<file path="config.mk">
export PLATFORM = sky130hd
export DESIGN_NAME = spram_wseq
export DESIGN_NICKNAME = d
export VERILOG_FILES = /design/src/rtl/spram_pkg.sv /design/src/rtl/spram_wseq.sv
export SDC_FILE = /design/constraint.sdc
export NUM_CORES = 1
export LEC_CHECK = 0
export BUFFER_PORTS_ARGS = -buffer_cell sky130_fd_sc_hd__buf_2
export CORE_MARGIN = 5
export CORE_UTILIZATION = 40
export CTS_BUF_LIST = sky130_fd_sc_hd__clkbuf_4 sky130_fd_sc_hd__clkbuf_8
export CTS_CLUSTER_SIZE = 25
export DETAILED_ROUTE_END_ITERATION = 16
export GPL_ROUTABILITY_DRIVEN = 0
export MAX_ROUTING_LAYER = met4
export PLACE_DENSITY = 0.69
export SETUP_SLACK_MARGIN = 0.4
export SLEW_MARGIN = 40
export SYNTH_ARGS = -nofsm -noshare
export SYNTH_HDL_FRONTEND = slang
export SYNTH_SLANG_ARGS = --single-unit
</file>
<file path="constraint.sdc">
create_clock -name clk -period 9.4 [get_ports clk]
set_clock_uncertainty 0.2 [all_clocks]
set_input_delay 1.88 -clock clk [delete_from_list [all_inputs] [get_ports clk]]
set_output_delay 1.88 -clock clk [all_outputs]
set_load 0.02 [all_outputs]
</file>
<file path="src/rtl/spram_pkg.sv">
// Shared state encoding, default geometry and byte-lane helper for the
// spram8 word sequencer.
package spram_pkg;

  typedef enum logic [1:0] {IDLE, WR, RD, DONE} state_t;

  localparam int DEF_ASZ = 17;
  localparam int DEF_DSZ = 8;
  localparam int LANE_W  = 64;

  // Bring byte lane k of a word down to the low bits; the caller keeps dsz bits.
  function automatic logic [LANE_W-1:0] lane_shift(input logic [LANE_W-1:0] w,
                                                   input int unsigned k,
                                                   input int unsigned dsz);
    return w >> (k * dsz);
  endfunction

endpackage

</file>
<file path="src/rtl/spram_wseq.sv">
// Serialises NB-byte word requests into little-endian byte cycles on a spram8 port.
// Optional byte write strobes are enabled with the SPRAM_WSTRB_EN macro.
module spram_wseq
  import spram_pkg::*;
#(
  parameter int ASZ = DEF_ASZ,
  parameter int DSZ = DEF_DSZ,
  parameter int NB  = 2
) (
  input  logic              clk,
  input  logic              rst,
  input  logic              req,
  input  logic              we,
  input  logic [ASZ-1:0]    addr,
  input  logic [NB*DSZ-1:0] wdata,
`ifdef SPRAM_WSTRB_EN
  input  logic [NB-1:0]     wstrb,
`endif
  output logic [NB*DSZ-1:0] rdata,
  output logic              ack,
  output logic              busy,
  output logic [ASZ-1:0]    mem_ai,
  output logic [DSZ-1:0]    mem_vi,
  output logic              mem_we,
  input  logic [DSZ-1:0]    mem_vo
);

  localparam int W  = NB * DSZ;
  localparam int KW = $clog2(NB + 1);
  localparam logic [KW-1:0] K_LAST_WR = KW'(NB - 1);
  localparam logic [KW-1:0] K_LAST_RD = KW'(NB);

  state_t          state_q, state_d;
  logic [KW-1:0]   k_q, k_d, k_inc;
  logic [ASZ-1:0]  addr_l_q, addr_l_d;
  logic [W-1:0]    wdata_l_q, wdata_l_d;
  logic [W-1:0]    shadow_q, shadow_d;
  logic [W-1:0]    rdata_q, rdata_d;
  logic            ack_q, ack_d;
  logic            busy_q, busy_d;
  logic [ASZ-1:0]  mem_ai_q, mem_ai_d;
  logic [DSZ-1:0]  mem_vi_q, mem_vi_d;
  logic            mem_we_q, mem_we_d;
`ifdef SPRAM_WSTRB_EN
  logic [NB-1:0]   wstrb_l_q, wstrb_l_d;
  logic [NB-1:0]   strb_sh;
`endif

  function automatic logic [DSZ-1:0] byte_of(input logic [W-1:0] w, input logic [KW-1:0] k);
    logic [LANE_W-1:0] t;
    t = lane_shift(LANE_W'(w), 32'(k), DSZ);
    return t[DSZ-1:0];
  endfunction

  always_comb begin
    state_d   = state_q;
    k_d       = k_q;
    k_inc     = k_q + 1'b1;
    addr_l_d  = addr_l_q;
    wdata_l_d = wdata_l_q;
    shadow_d  = shadow_q;
    rdata_d   = rdata_q;
    ack_d     = 1'b0;
    busy_d    = busy_q;
    mem_ai_d  = mem_ai_q;
    mem_vi_d  = '0;
    mem_we_d  = 1'b0;
`ifdef SPRAM_WSTRB_EN
    wstrb_l_d = wstrb_l_q;
    strb_sh   = wstrb_l_q >> k_inc;
`endif
    case (state_q)
      IDLE: begin
        if (req) begin
          addr_l_d  = addr;
          wdata_l_d = wdata;
          k_d       = '0;
          busy_d    = 1'b1;
          mem_ai_d  = addr;
`ifdef SPRAM_WSTRB_EN
          wstrb_l_d = wstrb;
`endif
          // Byte 0 goes out on the accept edge so WR lasts exactly NB cycles.
          if (we) begin
            state_d  = WR;
            mem_vi_d = byte_of(wdata, '0);
`ifdef SPRAM_WSTRB_EN
            mem_we_d = wstrb[0];
`else
            mem_we_d = 1'b1;
`endif
          end else begin
            state_d = RD;
          end
        end
      end
      WR: begin
        if (k_q == K_LAST_WR) begin
          state_d = DONE;
          ack_d   = 1'b1;
        end else begin
          k_d      = k_inc;
          mem_ai_d = addr_l_q + ASZ'(k_inc);
          mem_vi_d = byte_of(wdata_l_q, k_inc);
`ifdef SPRAM_WSTRB_EN
          mem_we_d = strb_sh[0];
`else
          mem_we_d = 1'b1;
`endif
        end
      end
      RD: begin
        // RAM data lags the address by one cycle, so cycle k holds byte k-1.
        if (k_q != '0) shadow_d[(int'(k_q) - 1) * DSZ +: DSZ] = mem_vo;
        if (k_q == K_LAST_RD) begin
          state_d = DONE;
          ack_d   = 1'b1;
          rdata_d = shadow_d;
        end else begin
          k_d = k_inc;
          if (k_q != K_LAST_WR) mem_ai_d = addr_l_q + ASZ'(k_inc);
        end
      end
      DONE: begin
        state_d = IDLE;
        busy_d  = 1'b0;
      end
      default: state_d = IDLE;
    endcase
  end

  always_ff @(posedge clk or posedge rst) begin
    if (rst) begin
      state_q   <= IDLE;
      k_q       <= '0;
      addr_l_q  <= '0;
      wdata_l_q <= '0;
      shadow_q  <= '0;
      rdata_q   <= '0;
      ack_q     <= 1'b0;
      busy_q    <= 1'b0;
      mem_ai_q  <= '0;
      mem_vi_q  <= '0;
      mem_we_q  <= 1'b0;
`ifdef SPRAM_WSTRB_EN
      wstrb_l_q <= '0;
`endif
    end else begin
      state_q   <= state_d;
      k_q       <= k_d;
      addr_l_q  <= addr_l_d;
      wdata_l_q <= wdata_l_d;
      shadow_q  <= shadow_d;
      rdata_q   <= rdata_d;
      ack_q     <= ack_d;
      busy_q    <= busy_d;
      mem_ai_q  <= mem_ai_d;
      mem_vi_q  <= mem_vi_d;
      mem_we_q  <= mem_we_d;
`ifdef SPRAM_WSTRB_EN
      wstrb_l_q <= wstrb_l_d;
`endif
    end
  end

  assign rdata  = rdata_q;
  assign ack    = ack_q;
  assign busy   = busy_q;
  assign mem_ai = mem_ai_q;
  assign mem_vi = mem_vi_q;
  assign mem_we = mem_we_q;

endmodule
</file>
==> flow_summary.ini <==
[clocking]
cts_tree = built
clk_path_buf_depth = 2
cts_sinks = 97
ctsHoldBuffers = 0
htree_levels = 3
post_cts_buffers = 0
post_cts_resized = 0
clk_pin_slew_ns = 0.09
clockRootBuffer = clkbuf_8
worstSkewPairLatency_ns = 0.38
cts_buffers = 9

[pwr]
combPwrFrac_pct = 46.1
power_frac_seq_pct = 39.3
pwr-share-clk_pct = 14.6
power.density_mw_per_mm2 = 361
vdd_ir_drop_max_mv = 0.167
p_sw_share_pct = 41.3
p_leak_nw = 2.46
intPower_mw = 1.12
power.switching_mw = 0.790

[outcome]
status = finished clean

[placed_design]
dpl.hpwl_mm = 7.35
pre_cts_slack_ns = 5.74
port_buffers = 88

[setup_path]
crit_family = simple AND/OR/NAND/NOR gates
path_max_fanout = 20
crit_slowest_cell = dfrtp_1
path_class = flip-flop to flip-flop
crit_path_start_kind = flip-flop
cp_common_cell = nand2_1
endpoint_kind = flip-flop
cp_cell_sequence = inv_1 -> ha_1 -> nand2_1 -> and4_1 -> nand2_1 -> o211ai_1
critPathBufInv = 1
crit_path_max_incr_delay_ns = 0.81
worst_ep_arrival_time_ns = 3.48
critical_path_required_ns = 9.49

[sta]
fin_setup_tns_ns = 0
whs_ns = 0.291
tightest_slew_ns = 0.747
rsz0062_at_grt = false
fin_crit_sh_pct = 36.0
hold_viol_final = 0
layout_setup_ws_ns = 6.01
clock.fmax_mhz = 295
setup_violations = 0
slew_headroom_pct = 50.2
finalMaxSlewViolations = 0
finalWorstPathRequiredPeriod_ns = 3.39

[floorplanning]
design.die.area_sq_mm = 0.0136
rows = 39
die_h_microns = 117
fp.coreArea_sq_mm = 0.0113
fp.dieW_microns = 117
start_util_pct = 40.3
io_pins = 89

[route]
drcViolationCount = 0
wl_mm = 10.3
drtIter0Drc = 224
via_per_inst = 5.38
antenna_left = 0
wl_per_cell_microns = 16.4
vias = 3383
dr.pass1.iters = 5

[yosys]
async_flop_share_pct = 100
synth_ff_type = dfrtp_1
synth_area_sq_mm = 0.00455
syn_inst = 399
yosysTopAreaCell = dfrtp_1
synth_commonest_cells = dfrtp_1 (97), mux2_2 (36), nand2_1 (35)
yosysMostFrequentCell = dfrtp_1
synth_cell_type_count = 48
synth-seq-cells = 97
synth_nets = 456
synth_edf_count = 0
synth_top_area_share_pct = 53.4
avgSynthCellArea_sq_um = 11.4
ys_top_cells_by_area = dfrtp_1 (53%), mux2_2 (8.9%), a221oi_1 (3.1%), a22o_1 (3.1%), ha_1 (3.0%)
yosys_warnings = 0
synth-seq-area-share_pct = 53.4

[hold_path]
min_path_type = flip-flop to flip-flop

[layout]
final_nets = 538
fillers = 1059
drive_above_1_share_pct = 32.5
antennaDiodeCount = 0
area_growth_pct = 16.5

[global_routing]
grt_start_max_net_pins = 52
antenna_found_initial = 0
grt_pass1_wl_mm = 17.1
grt_pass1_vias = 3414
grt-ovfl-total = 0
gr-usage-all-layers_pct = 16.6

[run]
drv_cap = 0
==> power by group through the flow <==
stage               Clock, mW  Sequential, mW  Combinational, mW
CTS                     0.290           0.754              0.891
floorplan                   0           0.832              0.568
detailed placement          0           0.761              0.892
finish                  0.280           0.753              0.882
global route            0.306           0.782              0.991
global placement            0           0.753              0.861
==> worst min-delay path, delay by kind of cell, from the launching register on <==
kind | cells | cell delay, ns
AOI/OAI and AO/OA | 1 | 0.06
DFF | 1 | 0.35
and+or+nand+nor | 1 | 0.05
==> cell usage in the layout, fill, tap and decap left out, types with 3 or more instances in the layout <==
cell type and count:
clkbuf_8 9, clkbuf_4 3, mux2i_1 13, nand4_1 5, dfrtp_1 97, nand2_1 35, xnor2_1 8, nor2_1 34
buf_2 88, nand3_1 7, a22o_1 16, nor4_1 4, ha_1 10, and3_1 3, nand2b_1 3, or3_1 3
o21ai_0 25, nand3b_1 7, o21ai_1 5, o211ai_1 5, inv_1 11, or2_2 3, buf_4 3, a221oi_1 16
mux2_2 36, nor2b_1 3
==> final timing paths <==
| check | from | to | slack [ns] | cells after the start |
|---|---|---|---|---|
| min in group asynchronous | rst | addr_l_q[7] | 1.36 | 2 |
| worst max-delay path | k_q[0] | mem_ai[9] | 6.01 | 6 |
| max in group asynchronous | rst | rdata[12] | 6.55 | 3 |
| worst min-delay path | mem_ai[0] | mem_ai[0] | 0.29 | 2 |
| worst max register to register | k_q[0] | mem_ai[9] | 6.01 | 6 |
| worst min register to register | mem_ai[0] | mem_ai[0] | 0.29 | 2 |
==> layout make-up <==
| cell class | count | area, sq um | area share [%] |
|---|---|---|---|
| inverter | 12 | 47.5 | 0.898 |
| clock inverter | 4 | 51.3 | 0.969 |
| sequential | 97 | 2430 | 45.8 |
| clock buffer | 12 | 146 | 2.76 |
| multi-input combinational | 270 | 1980 | 37.4 |
| timing repair buffer | 91 | 463 | 8.74 |
| tap | 143 | 179 | 3.38 |
==> through the flow <==
stage	area [sq um]	instances	power [mW]	util [%]
2_1_floorplan	4550	399	1.40	-
6_report	5300	629	1.91	47.0
4_1_cts	5290	628	1.94	46.9
3_5_place_dp	5090	612	1.65	45.2
3_3_place_gp	5090	612	1.61	45.1
5_1_grt	5300	629	2.08	47.0
==> sequential cells by signal, indices dropped and copies added (netlist names), 2 cells and up <==
| signal | cells |
|---|---|
| addr_l_q | 17 |
| mem_ai | 17 |
| rdata | 16 |
| shadow_q | 16 |
| wdata_l_q | 16 |
| mem_vi | 8 |
| k_q | 2 |
| state_q | 2 |
==> per-layer routing <==
layer	routed length, microns	global-route usage [%]	vias up
met3	560	2.90	17
met4	208	6.88	0
met1	4560	21.3	1663
li1	-	-	1600
met5	0	-	-
met2	4970	26.2	103
==> kinds of logic after synthesis <==
kind of cell / Yosys count / synth area share (%)
simple gates: 124 / 14.6
xor+xnor: 8 / 1.54
fa+ha+maj: 12 / 3.47
mux: 49 / 11.8
buf+inv: 32 / 3.08
flops: 97 / 53.4
compound gates: 77 / 12.1
Note: power is estimated with default switching activity, not from simulation.
